--- config.mk ---
export PLATFORM = sky130hd
export DESIGN_NAME = button_debouncer
export DESIGN_NICKNAME = d
export VERILOG_FILES = /design/src/rtl/button_debouncer_pkg.sv /design/src/rtl/sync_2ff.sv /design/src/rtl/button_debouncer.sv
export SDC_FILE = /design/constraint.sdc
export NUM_CORES = 1
export LEC_CHECK = 0
export ABC_CLOCK_PERIOD_IN_PS = 2780
export CAP_MARGIN = 0
export CORE_MARGIN = 10
export CORE_UTILIZATION = 64
export DETAILED_ROUTE_END_ITERATION = 8
export GPL_TIMING_DRIVEN = 0
export PLACE_DENSITY = 0.85
export SLEW_MARGIN = 0
export SYNTH_ARGS = -nofsm -noshare
export SYNTH_HDL_FRONTEND = slang
export SYNTH_SLANG_ARGS = --single-unit
export TNS_END_PERCENT = 1
--- constraint.sdc ---
create_clock -name Clk -period 2.78 [get_ports Clk]
set_input_delay 0.556 -clock Clk [delete_from_list [all_inputs] [get_ports Clk]]
set_output_delay 0.556 -clock Clk [all_outputs]
set_load 0.02 [all_outputs]
--- src/rtl/button_debouncer_pkg.sv ---
// ============================================================================
//  Module   : button_debouncer_pkg
//  Brief    : State encoding and default timing constants for button_debouncer.
//  Revision : 1.0
// ============================================================================
`default_nettype none

package button_debouncer_pkg;

    localparam logic [2:0] ST_IDLE      = 3'd0;
    localparam logic [2:0] ST_PRESS_CHK = 3'd1;
    localparam logic [2:0] ST_HELD      = 3'd2;
    localparam logic [2:0] ST_REPEAT    = 3'd3;
    localparam logic [2:0] ST_REL_CHK   = 3'd4;

    typedef enum logic [2:0] {
        S_IDLE      = ST_IDLE,
        S_PRESS_CHK = ST_PRESS_CHK,
        S_HELD      = ST_HELD,
        S_REPEAT    = ST_REPEAT,
        S_REL_CHK   = ST_REL_CHK
    } state_e;

    localparam int DEF_DEBOUNCE_CYCLES = 16;
    localparam int DEF_REPEAT_EN       = 1;
    localparam int DEF_REPEAT_DELAY    = 64;
    localparam int DEF_REPEAT_PERIOD   = 16;
    localparam int DEF_CNT_W           = 20;

endpackage

`default_nettype wire

--- src/rtl/sync_2ff.sv ---
// ============================================================================
//  Module   : sync_2ff
//  Brief    : Two-flop synchronizer with synchronous reset to 0.
//  Revision : 1.0
// ============================================================================
`default_nettype none

module sync_2ff #(
    parameter int WIDTH = 1
) (
    input  logic             Clk,
    input  logic             Rst,
    input  logic [WIDTH-1:0] D_i,
    output logic [WIDTH-1:0] Q_o
);

    logic [WIDTH-1:0] meta_q;
    logic [WIDTH-1:0] sync_q;

    always_ff @(posedge Clk) begin
        if (Rst) begin
            meta_q <= '0;
            sync_q <= '0;
        end else begin
            meta_q <= D_i;
            sync_q <= meta_q;
        end
    end

    assign Q_o = sync_q;

endmodule

`default_nettype wire

--- src/rtl/button_debouncer.sv ---
// ============================================================================
//  Module   : button_debouncer
//  Brief    : Push-button debouncer with one En pulse per press, optional
//             auto-repeat while held, and a registered debounced level.
//  Revision : 1.0
// ============================================================================
`default_nettype none

module button_debouncer
    import button_debouncer_pkg::*;
#(
    parameter int DEBOUNCE_CYCLES = DEF_DEBOUNCE_CYCLES,
    parameter int REPEAT_EN       = DEF_REPEAT_EN,
    parameter int REPEAT_DELAY    = DEF_REPEAT_DELAY,
    parameter int REPEAT_PERIOD   = DEF_REPEAT_PERIOD,
    parameter int CNT_W           = DEF_CNT_W
) (
    input  logic Clk,
    input  logic Rst,
    input  logic Btn,
    output logic En,
    output logic Level
);

    localparam logic [CNT_W-1:0] DEB_LAST = CNT_W'(DEBOUNCE_CYCLES - 1);
    localparam logic [CNT_W-1:0] DLY_LAST = CNT_W'(REPEAT_DELAY - 1);
    localparam logic [CNT_W-1:0] PER_LAST = CNT_W'(REPEAT_PERIOD - 1);
    localparam bit               REPEAT_ON = (REPEAT_EN != 0);

    logic             btn_s;
    state_e           state_q, state_d;
    logic [CNT_W-1:0] timer_q, timer_d;
    logic [CNT_W-1:0] timer_inc;
    logic             timer_clr;
    logic             en_q, en_d;
    logic             level_q, level_d;

    sync_2ff #(
        .WIDTH (1)
    ) u_sync (
        .Clk (Clk),
        .Rst (Rst),
        .D_i (Btn),
        .Q_o (btn_s)
    );

    // Saturating increment keeps a long non-repeating hold from wrapping.
    assign timer_inc = (timer_q == '1) ? timer_q : timer_q + 1'b1;

    always_comb begin
        state_d   = state_q;
        timer_clr = 1'b0;
        en_d      = 1'b0;

        case (state_q)
            S_IDLE: begin
                if (btn_s) state_d = S_PRESS_CHK;
            end
            S_PRESS_CHK: begin
                if (!btn_s) begin
                    state_d = S_IDLE;
                end else if (timer_q == DEB_LAST) begin
                    state_d = S_HELD;
                    en_d    = 1'b1;
                end
            end
            S_HELD: begin
                if (!btn_s) begin
                    state_d = S_REL_CHK;
                end else if (REPEAT_ON && (timer_q == DLY_LAST)) begin
                    state_d = S_REPEAT;
                    en_d    = 1'b1;
                end
            end
            S_REPEAT: begin
                if (!btn_s) begin
                    state_d = S_REL_CHK;
                end else if (timer_q == PER_LAST) begin
                    en_d      = 1'b1;
                    timer_clr = 1'b1;
                end
            end
            S_REL_CHK: begin
                if (btn_s) begin
                    state_d = S_HELD;
                end else if (timer_q == DEB_LAST) begin
                    state_d = S_IDLE;
                end
            end
            default: begin
                state_d = S_IDLE;
            end
        endcase

        timer_d = ((state_d != state_q) || timer_clr) ? '0 : timer_inc;
        level_d = (state_d == S_HELD) || (state_d == S_REPEAT) || (state_d == S_REL_CHK);
    end

    always_ff @(posedge Clk) begin
        if (Rst) begin
            state_q <= S_IDLE;
            timer_q <= '0;
            en_q    <= 1'b0;
            level_q <= 1'b0;
        end else begin
            state_q <= state_d;
            timer_q <= timer_d;
            // Back-to-back pulses are suppressed even for degenerate delays.
            en_q    <= en_d & ~en_q;
            level_q <= level_d;
        end
    end

    assign En    = en_q;
    assign Level = level_q;

endmodule

`default_nettype wire

* Yosys cells after proc, flatten, opt, wreduce, memory -nomap -nowiden
Cells that the tools add are included. Widths: inputs -> output; s select.
Word-level totals: register bits after elaboration 27, input bits 3, output and inout bits 2, word-level logic and storage cells 41
Operators by class: reductions and logical operators 6, multiplexer cells 15, equality and inequality tests 11, add/sub/neg operators 1, bitwise operators 2
Operator list (count):
- $mux 3 | 8
- $add 20x1->20 const B | 1
- $eq 20x20->1 const B | 1
- $eq 20x4->1 const B | 1
- $eq 20x6->1 const B | 1
- $pmux 3 s5 | 1
- $eq 3x2->1 const B | 4
- $eq 3x3->1 const B | 2
- $mux 1 | 5
- $reduce_or 2->1 | 2
- $eq 3x1->1 const B | 1
- $logic_not 3->1 | 1
- $logic_or 1x1->1 | 3
- $ne 3x3->1 | 1
- $pmux 1 s2 | 1
- $and 1x1->1 | 1
- $not 1->1 | 1

* Logic depth before layout (Yosys ltp)
word-level depth 7, depth in mapped cells 7, gate-level depth less buffers 6

* Hierarchy
A second synthesis with hierarchy kept.
Second synthesis, totals: cells, all modules 170, area, all modules 1536.5 um^2
By module, submodules not included:
- button_debouncer | cells each 166, seq. area each 500.5 um^2, area each 1483.9 um^2, instances 1
- sync_2ff | cells each 4, seq. area each 40.0 um^2, area each 52.6 um^2, instances 1

* Least setup slack after synthesis
No wires, ideal clock.
kind flip-flop to flip-flop, start point register timer_q[0], end point register timer_q[9], buffers on the path 1, library setup time 0.114 ns, arrival 1.464 ns, cell stages (with the launch flop) 8, slack 1.201 ns, required time 2.666 ns, period minus slack after synthesis 1.579 ns, cells stage by stage dfxtp_1 -> ha_1 -> and3_1 -> buf_2 -> nand3_4 -> o311ai_2 -> xor2_1 -> nor2_1
On the way: word-level cells in the longest chain between the ends 7, elaborated cells between the ends (all ways) 17, those cells by class 1 x add/sub; 4 x eq/ne; 10 x mux; 2 x reduce/logical
Ends and longest elaborated chain:
- from (decl) | RTL line button_debouncer.sv:32 | logic [CNT_W-1:0] timer_q, timer_d;
- from (signal assigned) | RTL line button_debouncer.sv:107 | timer_q <= timer_d;
- $eq 20x4->1 / $eq 20x6->1 (equally long branches)
- $mux 3, on equally long branches | RTL line button_debouncer.sv:86, button_debouncer.sv:62, button_debouncer.sv:70
- $mux 3, on equally long branches | RTL line button_debouncer.sv:84, button_debouncer.sv:60, button_debouncer.sv:68
- $pmux 3 s5 | RTL line button_debouncer.sv:55 | case (state_q)
- $ne 3x3->1 | RTL line button_debouncer.sv:95 | timer_d = ((state_d != state_q) || timer_clr) ? '0 : timer_inc;
- $logic_or 1x1->1 | RTL line button_debouncer.sv:95
- $reduce_or 2->1 (no source line)
Parallel ways exist; a longest one is shown, timed or not. A chain may end at the register's enable or synchronous reset.

* Final worst setup path
start point register timer_q[0], end point register timer_q[11]
Same word-level chain as after synthesis.

==> flow_summary.html <==
<table>
<tr><th>Metric</th><th>Value</th></tr>
<tr><th colspan="2">Cells and area</th></tr>
<tr><td>Layout cell share with drive strength beyond 1</td><td>18.9%</td></tr>
<tr><td>Area occupied by multi-input gates</td><td>908 sq um</td></tr>
<tr><td>FF+latch area</td><td>541 sq um</td></tr>
<tr><td>Final layout net count</td><td>180</td></tr>
<tr><td>Area Growth Syn to Fin</td><td>6.73%</td></tr>
<tr><td>Fillers</td><td>184</td></tr>
<tr><td>Number of inserted diodes</td><td>0</td></tr>
<tr><td>Util after Layout</td><td>71.9%</td></tr>
<tr><th colspan="2">Critical path</th></tr>
<tr><td>Worst-path fanout max</td><td>10</td></tr>
<tr><td>Type of element launching the critical path</td><td>flop</td></tr>
<tr><td>Signal arrival time at the worst endpoint</td><td>2130 ps</td></tr>
<tr><td>Slowest cell on the critical path</td><td>sky130_fd_sc_hd__nor2_1</td></tr>
<tr><td>Max stage delay on crit path</td><td>450 ps</td></tr>
<tr><td>Type of the worst setup path</td><td>reg2reg</td></tr>
<tr><td>Series of cell instances along the critical path</td><td>ha_1, nand3_1, nor2_1, a311oi_2, o21ai_2, buf_4, nor2_1</td></tr>
<tr><td>Required time of the critical path</td><td>3010 ps</td></tr>
<tr><td>Beginning of the worst register-to-register path</td><td>timer_q[0]</td></tr>
<tr><td>Family with the most delay on the worst path</td><td>simple AND/OR/NAND/NOR gates</td></tr>
<tr><td>Crit path buffers/inverters</td><td>1</td></tr>
<tr><td>Source of the critical timing path</td><td>timer_q[0]</td></tr>
<tr><td>Capturing element type of the critical path</td><td>flop</td></tr>
<tr><td>Library cell appearing most often on the critical path</td><td>sky130_fd_sc_hd__nor2_1</td></tr>
<tr><th colspan="2">Logic synthesis</th></tr>
<tr><td>Post-Syn Nets</td><td>171</td></tr>
<tr><td>Seq cells post-synth</td><td>27</td></tr>
<tr><td>Synth area leader</td><td>sky130_fd_sc_hd__dfxtp_1</td></tr>
<tr><td>Top cells by instance count after synthesis</td><td>sky130_fd_sc_hd__dfxtp_1 (27), sky130_fd_sc_hd__nor2_1 (20), sky130_fd_sc_hd__a21oi_1 (12), sky130_fd_sc_hd__nor3_1 (12), sky130_fd_sc_hd__nand2_1 (9)</td></tr>
<tr><td>Share of the synthesized area in the top cell type</td><td>35.9%</td></tr>
<tr><td>Most repeated cell in the gate-level netlist after synthesis</td><td>sky130_fd_sc_hd__dfxtp_1</td></tr>
<tr><td>Portion of the post-synthesis area used by sequential elements</td><td>35.9%</td></tr>
<tr><td>Distinct cell type count after synthesis</td><td>47</td></tr>
<tr><td>Total standard cell area after synthesis</td><td>1510 sq um</td></tr>
<tr><td>Synth area leaders</td><td>sky130_fd_sc_hd__dfxtp_1 (36%), sky130_fd_sc_hd__nor2_1 (5.0%), sky130_fd_sc_hd__a21oi_1 (4.0%), sky130_fd_sc_hd__nor3_1 (4.0%), sky130_fd_sc_hd__nor3_2 (4.0%)</td></tr>
<tr><td>Count of yosys warnings during synthesis</td><td>0</td></tr>
<tr><td>Post-synthesis area per instance</td><td>9.01 sq um</td></tr>
<tr><td>Count of flip-flops with a built-in enable after synthesis</td><td>0</td></tr>
<tr><td>Share of synthesized flip-flops with an asynchronous set or reset</td><td>0%</td></tr>
<tr><td>Primary flip-flop cell chosen by synthesis mapping</td><td>sky130_fd_sc_hd__dfxtp_1</td></tr>
<tr><td>Count of mapped cells out of synthesis</td><td>167</td></tr>
<tr><th colspan="2">Die</th></tr>
<tr><td>IO Count</td><td>5</td></tr>
<tr><td>DIE HEIGHT</td><td>68.5 um</td></tr>
<tr><td>Width of the die</td><td>68.5 um</td></tr>
<tr><td>Area of the die</td><td>4690 sq um</td></tr>
<tr><td>Initial Util</td><td>67.4%</td></tr>
<tr><td>Number of cell rows</td><td>17</td></tr>
<tr><td>Core ar.</td><td>2230 sq um</td></tr>
<tr><th colspan="2">Power and ir drop</th></tr>
<tr><td>Leakage power</td><td>0.540 nW</td></tr>
<tr><td>Final total power</td><td>0.598 mW</td></tr>
<tr><td>Power per Cell Area</td><td>372 nW/um^2</td></tr>
<tr><td>Worst VDD drop</td><td>0.375 mV</td></tr>
<tr><th colspan="2">CTS</th></tr>
<tr><td>TritonCTS clock tree</td><td>done</td></tr>
<tr><td>Later-pin clock latency in the skew report</td><td>320 ps</td></tr>
<tr><td>Cts-stage hold buffer count</td><td>0</td></tr>
<tr><td>Post-CTS Repair Setup Buffers</td><td>0</td></tr>
<tr><td>H-tree levels</td><td>1</td></tr>
<tr><td>Clock tree root driver cell</td><td>sky130_fd_sc_hd__clkbuf_4</td></tr>
<tr><td># resized after CTS</td><td>0</td></tr>
<tr><td>Clock transition time at the flip-flop clock pins of the worst setup and hold paths</td><td>140 ps</td></tr>
<tr><td>Max clock buf depth</td><td>2</td></tr>
<tr><td>Clk sink count</td><td>27</td></tr>
<tr><td>CTS buffer count</td><td>3</td></tr>
<tr><th colspan="2">Timing</th></tr>
<tr><td>Post-layout min period</td><td>1900 ps</td></tr>
<tr><td>Hold Fails Final Rpt</td><td>0</td></tr>
<tr><td>Final-report setup violation count</td><td>0</td></tr>
<tr><td>Max-slew headroom at the worst pin</td><td>66.0%</td></tr>
<tr><td>Transition time at the pin with the least slew margin</td><td>509 ps</td></tr>
<tr><td>Worst hold slack</td><td>455 ps</td></tr>
<tr><td>Final Cycle Share</td><td>68.3%</td></tr>
<tr><td>Final setup margin</td><td>880 ps</td></tr>
<tr><td>Final Max Tran Viols</td><td>0</td></tr>
<tr><td>RSZ-0062 raised after global routing</td><td>no</td></tr>
<tr><td>Final setup TNS</td><td>0 ps</td></tr>
<tr><td>Worst setup skew after layout</td><td>2.62 ps</td></tr>
<tr><td>Fmax achieved</td><td>0.526 GHz</td></tr>
<tr><th colspan="2">Drt</th></tr>
<tr><td>Met1 layer wirelength in the final routing</td><td>1.47 mm</td></tr>
<tr><td>Antenna-violating nets left</td><td>0</td></tr>
<tr><td>Top routing layer in use</td><td>met4</td></tr>
<tr><td>Via count normalized by instance count</td><td>6.11</td></tr>
<tr><td>Via count</td><td>1241</td></tr>
<tr><td>Aggregate routed wire length</td><td>3.00 mm</td></tr>
<tr><td>DRC violations left</td><td>0</td></tr>
<tr><td>Length of routed met2 wiring</td><td>1.35 mm</td></tr>
<tr><td>Routed wire length per instance</td><td>14.8 um</td></tr>
<tr><td>1st-iter DRT viols</td><td>86</td></tr>
<tr><td>Total length of routed met3 wires</td><td>126 um</td></tr>
<tr><td>Iteration count of the initial detailed-routing pass</td><td>4</td></tr>
<tr><th colspan="2">Global routing</th></tr>
<tr><td>Overall Global Routing Usage</td><td>14.1%</td></tr>
<tr><td>First-pass GRT wire length</td><td>5.23 mm</td></tr>
<tr><td>Number of global-route vias before repair</td><td>1184</td></tr>
<tr><td>Pin count of the biggest net entering global routing</td><td>15</td></tr>
<tr><td>Global route overflow</td><td>0</td></tr>
<tr><td>Antenna violations before repair</td><td>0</td></tr>
<tr><th colspan="2">Worst hold path</th></tr>
<tr><td>HP Class</td><td>reg2reg</td></tr>
<tr><td>Source of the worst hold timing path</td><td>u_sync.meta_q</td></tr>
<tr><th colspan="2">Place</th></tr>
<tr><td>Worst setup slack before clock tree synthesis</td><td>843 ps</td></tr>
<tr><td>Port Buffer Count</td><td>4</td></tr>
<tr><td>HPWL after DPL</td><td>2.30 mm</td></tr>
<tr><td>Final GP Congestion</td><td>0.859</td></tr>
<tr><th colspan="2">Flow run</th></tr>
<tr><td>Max-capacitance violation count</td><td>0</td></tr>
<tr><th colspan="2">Status</th></tr>
<tr><td>Result of the run</td><td>finished, final reports clean</td></tr>
</table>
-- sequential cells by signal (all words and copies together), names as in the netlist --
name,count
timer_q,20
state_q,3
En,1
Level,1
u_sync.Q_o,1
u_sync.meta_q,1
-- final timing paths --
path            endpoint  slack [ps]  cells past startpoint
max          timer_q[11]         880                      7
min           u_sync.Q_o         460                      1
max reg2reg  timer_q[11]         880                      7
min reg2reg   u_sync.Q_o         460                      1
-- placed cells by master (no fill, tap or decap), types with 2 or more instances in the layout --
cell type / instances
sky130_fd_sc_hd__dfxtp_1: 27
sky130_fd_sc_hd__nor2_1: 20
sky130_fd_sc_hd__nor3_1: 12
sky130_fd_sc_hd__a21oi_1: 12
sky130_fd_sc_hd__nand2_1: 9
sky130_fd_sc_hd__nor4_1: 7
sky130_fd_sc_hd__nor3_2: 6
sky130_fd_sc_hd__and4_1: 5
sky130_fd_sc_hd__and3_1: 5
sky130_fd_sc_hd__nand3_1: 5
sky130_fd_sc_hd__nand2b_1: 4
sky130_fd_sc_hd__o21ai_0: 4
sky130_fd_sc_hd__xnor2_1: 4
sky130_fd_sc_hd__clkdlybuf4s50_1: 4
sky130_fd_sc_hd__buf_2: 3
sky130_fd_sc_hd__buf_4: 3
sky130_fd_sc_hd__nor2b_1: 3
sky130_fd_sc_hd__nand4_1: 3
sky130_fd_sc_hd__a211oi_2: 3
sky130_fd_sc_hd__xor2_1: 3
sky130_fd_sc_hd__clkbuf_4: 3
sky130_fd_sc_hd__inv_1: 2
-- metrics by stage --
stage | std cells | cell area (sq um)
finish | 203 | 1610
global route | 203 | 1610
CTS | 203 | 1610
detailed placement | 199 | 1580
global placement | 199 | 1580
floorplan | 167 | 1510
-- report_power, final --
| part | switching, mW | internal, mW | total, mW | leakage (nW) |
|---|---|---|---|---|
| Sequential | 0.00400 | 0.392 | 0.396 | 0.218 |
| Clock | 0.113 | 0.0562 | 0.169 | 0.0150 |
| Combinational | 0.0183 | 0.0147 | 0.0330 | 0.306 |
| Total | 0.135 | 0.463 | 0.598 | 0.540 |
-- per-layer routing --
metal  vias up  global-route usage, %
li1        642                      -
met1       569                   17.5
met2        22                   23.0
met3         8                   3.22
met4         0                   6.03
met5         -                      0
-- cell families (layout without fill, tap and decap cells) --
logic type	after synthesis	count (layout)	synth area share (%)
AOI/OAI and AO/OA	30	30	15.0
xor gates and xnor gates	7	7	4.07
adders and majority gates	1	1	0.831
buffers and inverters	9	17	3.74
DFF	27	27	35.9
muxes	2	2	1.66
and+or+nand+nor	91	91	38.8
-- area by class of cell --
class,count,share of cell area [%]
plain buffers,7,3.04
clock buffers,4,1.64
inverters,2,0.467
multi-input cells,131,56.5
flip-flops and latches,27,33.6
well taps,28,2.18
repair buffers,4,2.49
Note: power is estimated with default switching activity, not from simulation.
==> edit, RTL diff (same settings) <==
The package constant `DEF_CNT_W` goes from 20 to 18.
--- a/src/rtl/button_debouncer_pkg.sv
+++ b/src/rtl/button_debouncer_pkg.sv
@@ -26,5 +26,5 @@
     localparam int DEF_REPEAT_DELAY    = 64;
     localparam int DEF_REPEAT_PERIOD   = 16;
-    localparam int DEF_CNT_W           = 20;
+    localparam int DEF_CNT_W           = 18;
 
 endpackage
Check against the original RTL: no difference found for any inputs over 10 cycles, from zero or initial values and one cycle with Rst high; that may be too few to reach the edited logic, so the function may still have changed.
==> edit against the unedited design <==
Routed wire length fell by 11%. Worst setup slack got worse by 0.31 ns. Sequential share of layout area rose by 2.4 points. Non-clock buffer count down 2. Design area is 14% lower. First-iteration DRC count decreased by 17%. Sequential cell count is 2 lower. Synthesized area fell by 15%. Power increased by 0.47%. Critical path type unchanged. Largest cell class unchanged. Largest power group unchanged.
==> edit: results (changes against the unedited design) <==
The placed wire-length estimate after detailed placement is 1931 um (-16%). The depth of the worst register-to-register path is 7 (unchanged). The mean number of vias per cell is 6.234 (+2.0%).

STA classifies the critical path endpoint as a flip-flop. The worst register-to-register path ends at timer_q[9]. The signal arrival time at the worst endpoint was 2.43 ns (+0.30 ns). The first-pass GRT wire length came out at 4595 um (-12%).

The static leakage came out at 0.0004581 uW (-15%). The largest incremental delay on the critical path is 0.45 ns (about the same). The diode insertion count for antenna repair is 0 (unchanged). The power after layout came out at 601.1 uW (+0.47%).

The number of I/O port buffers was 4 (unchanged). The power of the sequential group is 385 uW (-3%). The net count reported at finish is 162 (-10%). The flow ran to the end, and the final reports show no timing, DRC or antenna violations. The startpoint of the lowest-slack hold path is u_sync.meta_q.

The sequential area share after synthesis came out at 0.3891 (+0.03000). The register-to-register path setup slack came out at 0.57 ns (-0.31 ns). The number of iterations in the first detailed-routing pass came out at 5 (+1).

The clock latency at the later pin of the worst-skew pair is 0.32 ns (about the same). The total global-route track usage is 0.1316 (-0.009887). The post-synthesis cell type count came out at 42 (-11%).

The post-CTS setup repair buffer count came out at 0 (unchanged). The via count of the first global-routing pass was 1066 (-10%). The count of H-tree levels built during CTS is 1 (unchanged). The largest registers in the layout are timer_q (18), state_q (3). The maximum count of clock buffers along a single path is 2 (unchanged). The starting DRC count in detailed routing is 71 (-17%).

The final estimated routing congestion in global placement was 0.8830 (+2.7%). The total of warnings raised by yosys is 0 (unchanged). The path class of the tightest hold or removal check is reg2reg. The measured slew at the worst slew-check pin is 0.5274 ns (+0.01885 ns).

Yosys attributes the largest share of cell area to dfxtp_1 39%, nor2_1 5.8%, xor2_1 4.8%. The number of instances resized during post-cts repair was 0 (unchanged). In this design, the largest share of critical-path delay is due to simple AND/OR/NAND/NOR gates.

The maximum vdd ir drop came out at 0.5097 mV (+36%). The synthesized net count is 153 (-11%). The worst clock skew on the final layout came out at 0.01074 ns (+0.008121 ns).

The sum of routed wire length over all layers is 2663 um (-11%). The share of async-settable or async-resettable flops after synthesis is 0 (unchanged). The maximum number of pins on one net before global-route repair was 15 (unchanged).

The clock root buffer is clkbuf_4. The commonest cells after synthesis are 25 x dfxtp_1, 20 x nor2_1, 11 x nand2_1. The largest fanout on the critical path came out at 10 (unchanged). The share of post-route cells with drive strength above 1 came to 0.08917 (-0.09940). The combinational power share came out at 0.087 (+0.032).

The most frequently used flop master after synthesis is dfxtp_1. The slowest stage of the critical path is the nor3_1 cell. The initial antenna violation count came out at 0 (unchanged).

The CTS buffer count is 3 (unchanged). The critical path starts at timer_q[0]. The clock transition at the register clock pins on the worst setup and hold paths after CTS came out at 0.14 ns (about the same). The count of final max-slew check failures is 0 (unchanged). The switching share of power is 0.2516 (+0.02583).
==> edit: worst min path at each step <==
| stage | end | slack (ns) | cells past startpoint |
|---|---|---|---|
| finish | u_sync.Q_o | 0.45 | 1 |
| global route | u_sync.Q_o | 0.48 | 1 |
| CTS | u_sync.Q_o | 0.45 | 1 |
| detailed placement | u_sync.Q_o | 0.42 | 1 |
| global placement | u_sync.Q_o | 0.42 | 1 |
| floorplan | u_sync.Q_o | 0.41 | 1 |
==> edit: stage by stage <==
stage,instances,instance area (um^2),util,hold slack (ns),worst slack [ns]
after detailed placement,180,1360,0.7004,0.4204,0.5840
after CTS,184,1388,0.7146,0.4521,0.5939
after floorplan,149,1286,-,0.4138,0.9704
final,184,1388,0.7146,0.4531,0.5719
after global routing,184,1388,0.7146,0.4786,0.4000
after global placement,180,1360,0.7004,0.4191,0.6647
==> edit: metal layers <==
layer / share of wire / vias to the layer above / track usage
met5: 0 / - / 0
met4: 0.0086 / 0 / 0.04278
met3: 0.075 / 4 / 0.04983
met2: 0.47 / 42 / 0.2143
met1: 0.44 / 539 / 0.1554
li1: - / 562 / -
==> edit: cells by family after synthesis <==
kind of cell / after synthesis / share of synthesized area
buffers and inverters: 8 / 0.03113
xor gates and xnor gates: 12 / 0.08171
and+or+nand+nor: 70 / 0.2928
muxes: 1 / 0.007782
AOI/OAI and AO/OA: 32 / 0.1878
adders and majority gates: 1 / 0.009726
DFF: 25 / 0.3891
==> edit: final cells by class <==
cell class / count / area [um^2]
Buffer: 5 / 28.78
Clock buffer: 3 / 22.52
Clock inverter: 1 / 5.005
Fill cell: 165 / 554.3
Inverter: 3 / 11.26
Multi-Input combinational cell: 116 / 745.7
Sequential cell: 25 / 500.5
Tap cell: 27 / 33.78
Timing Repair Buffer: 4 / 40.04
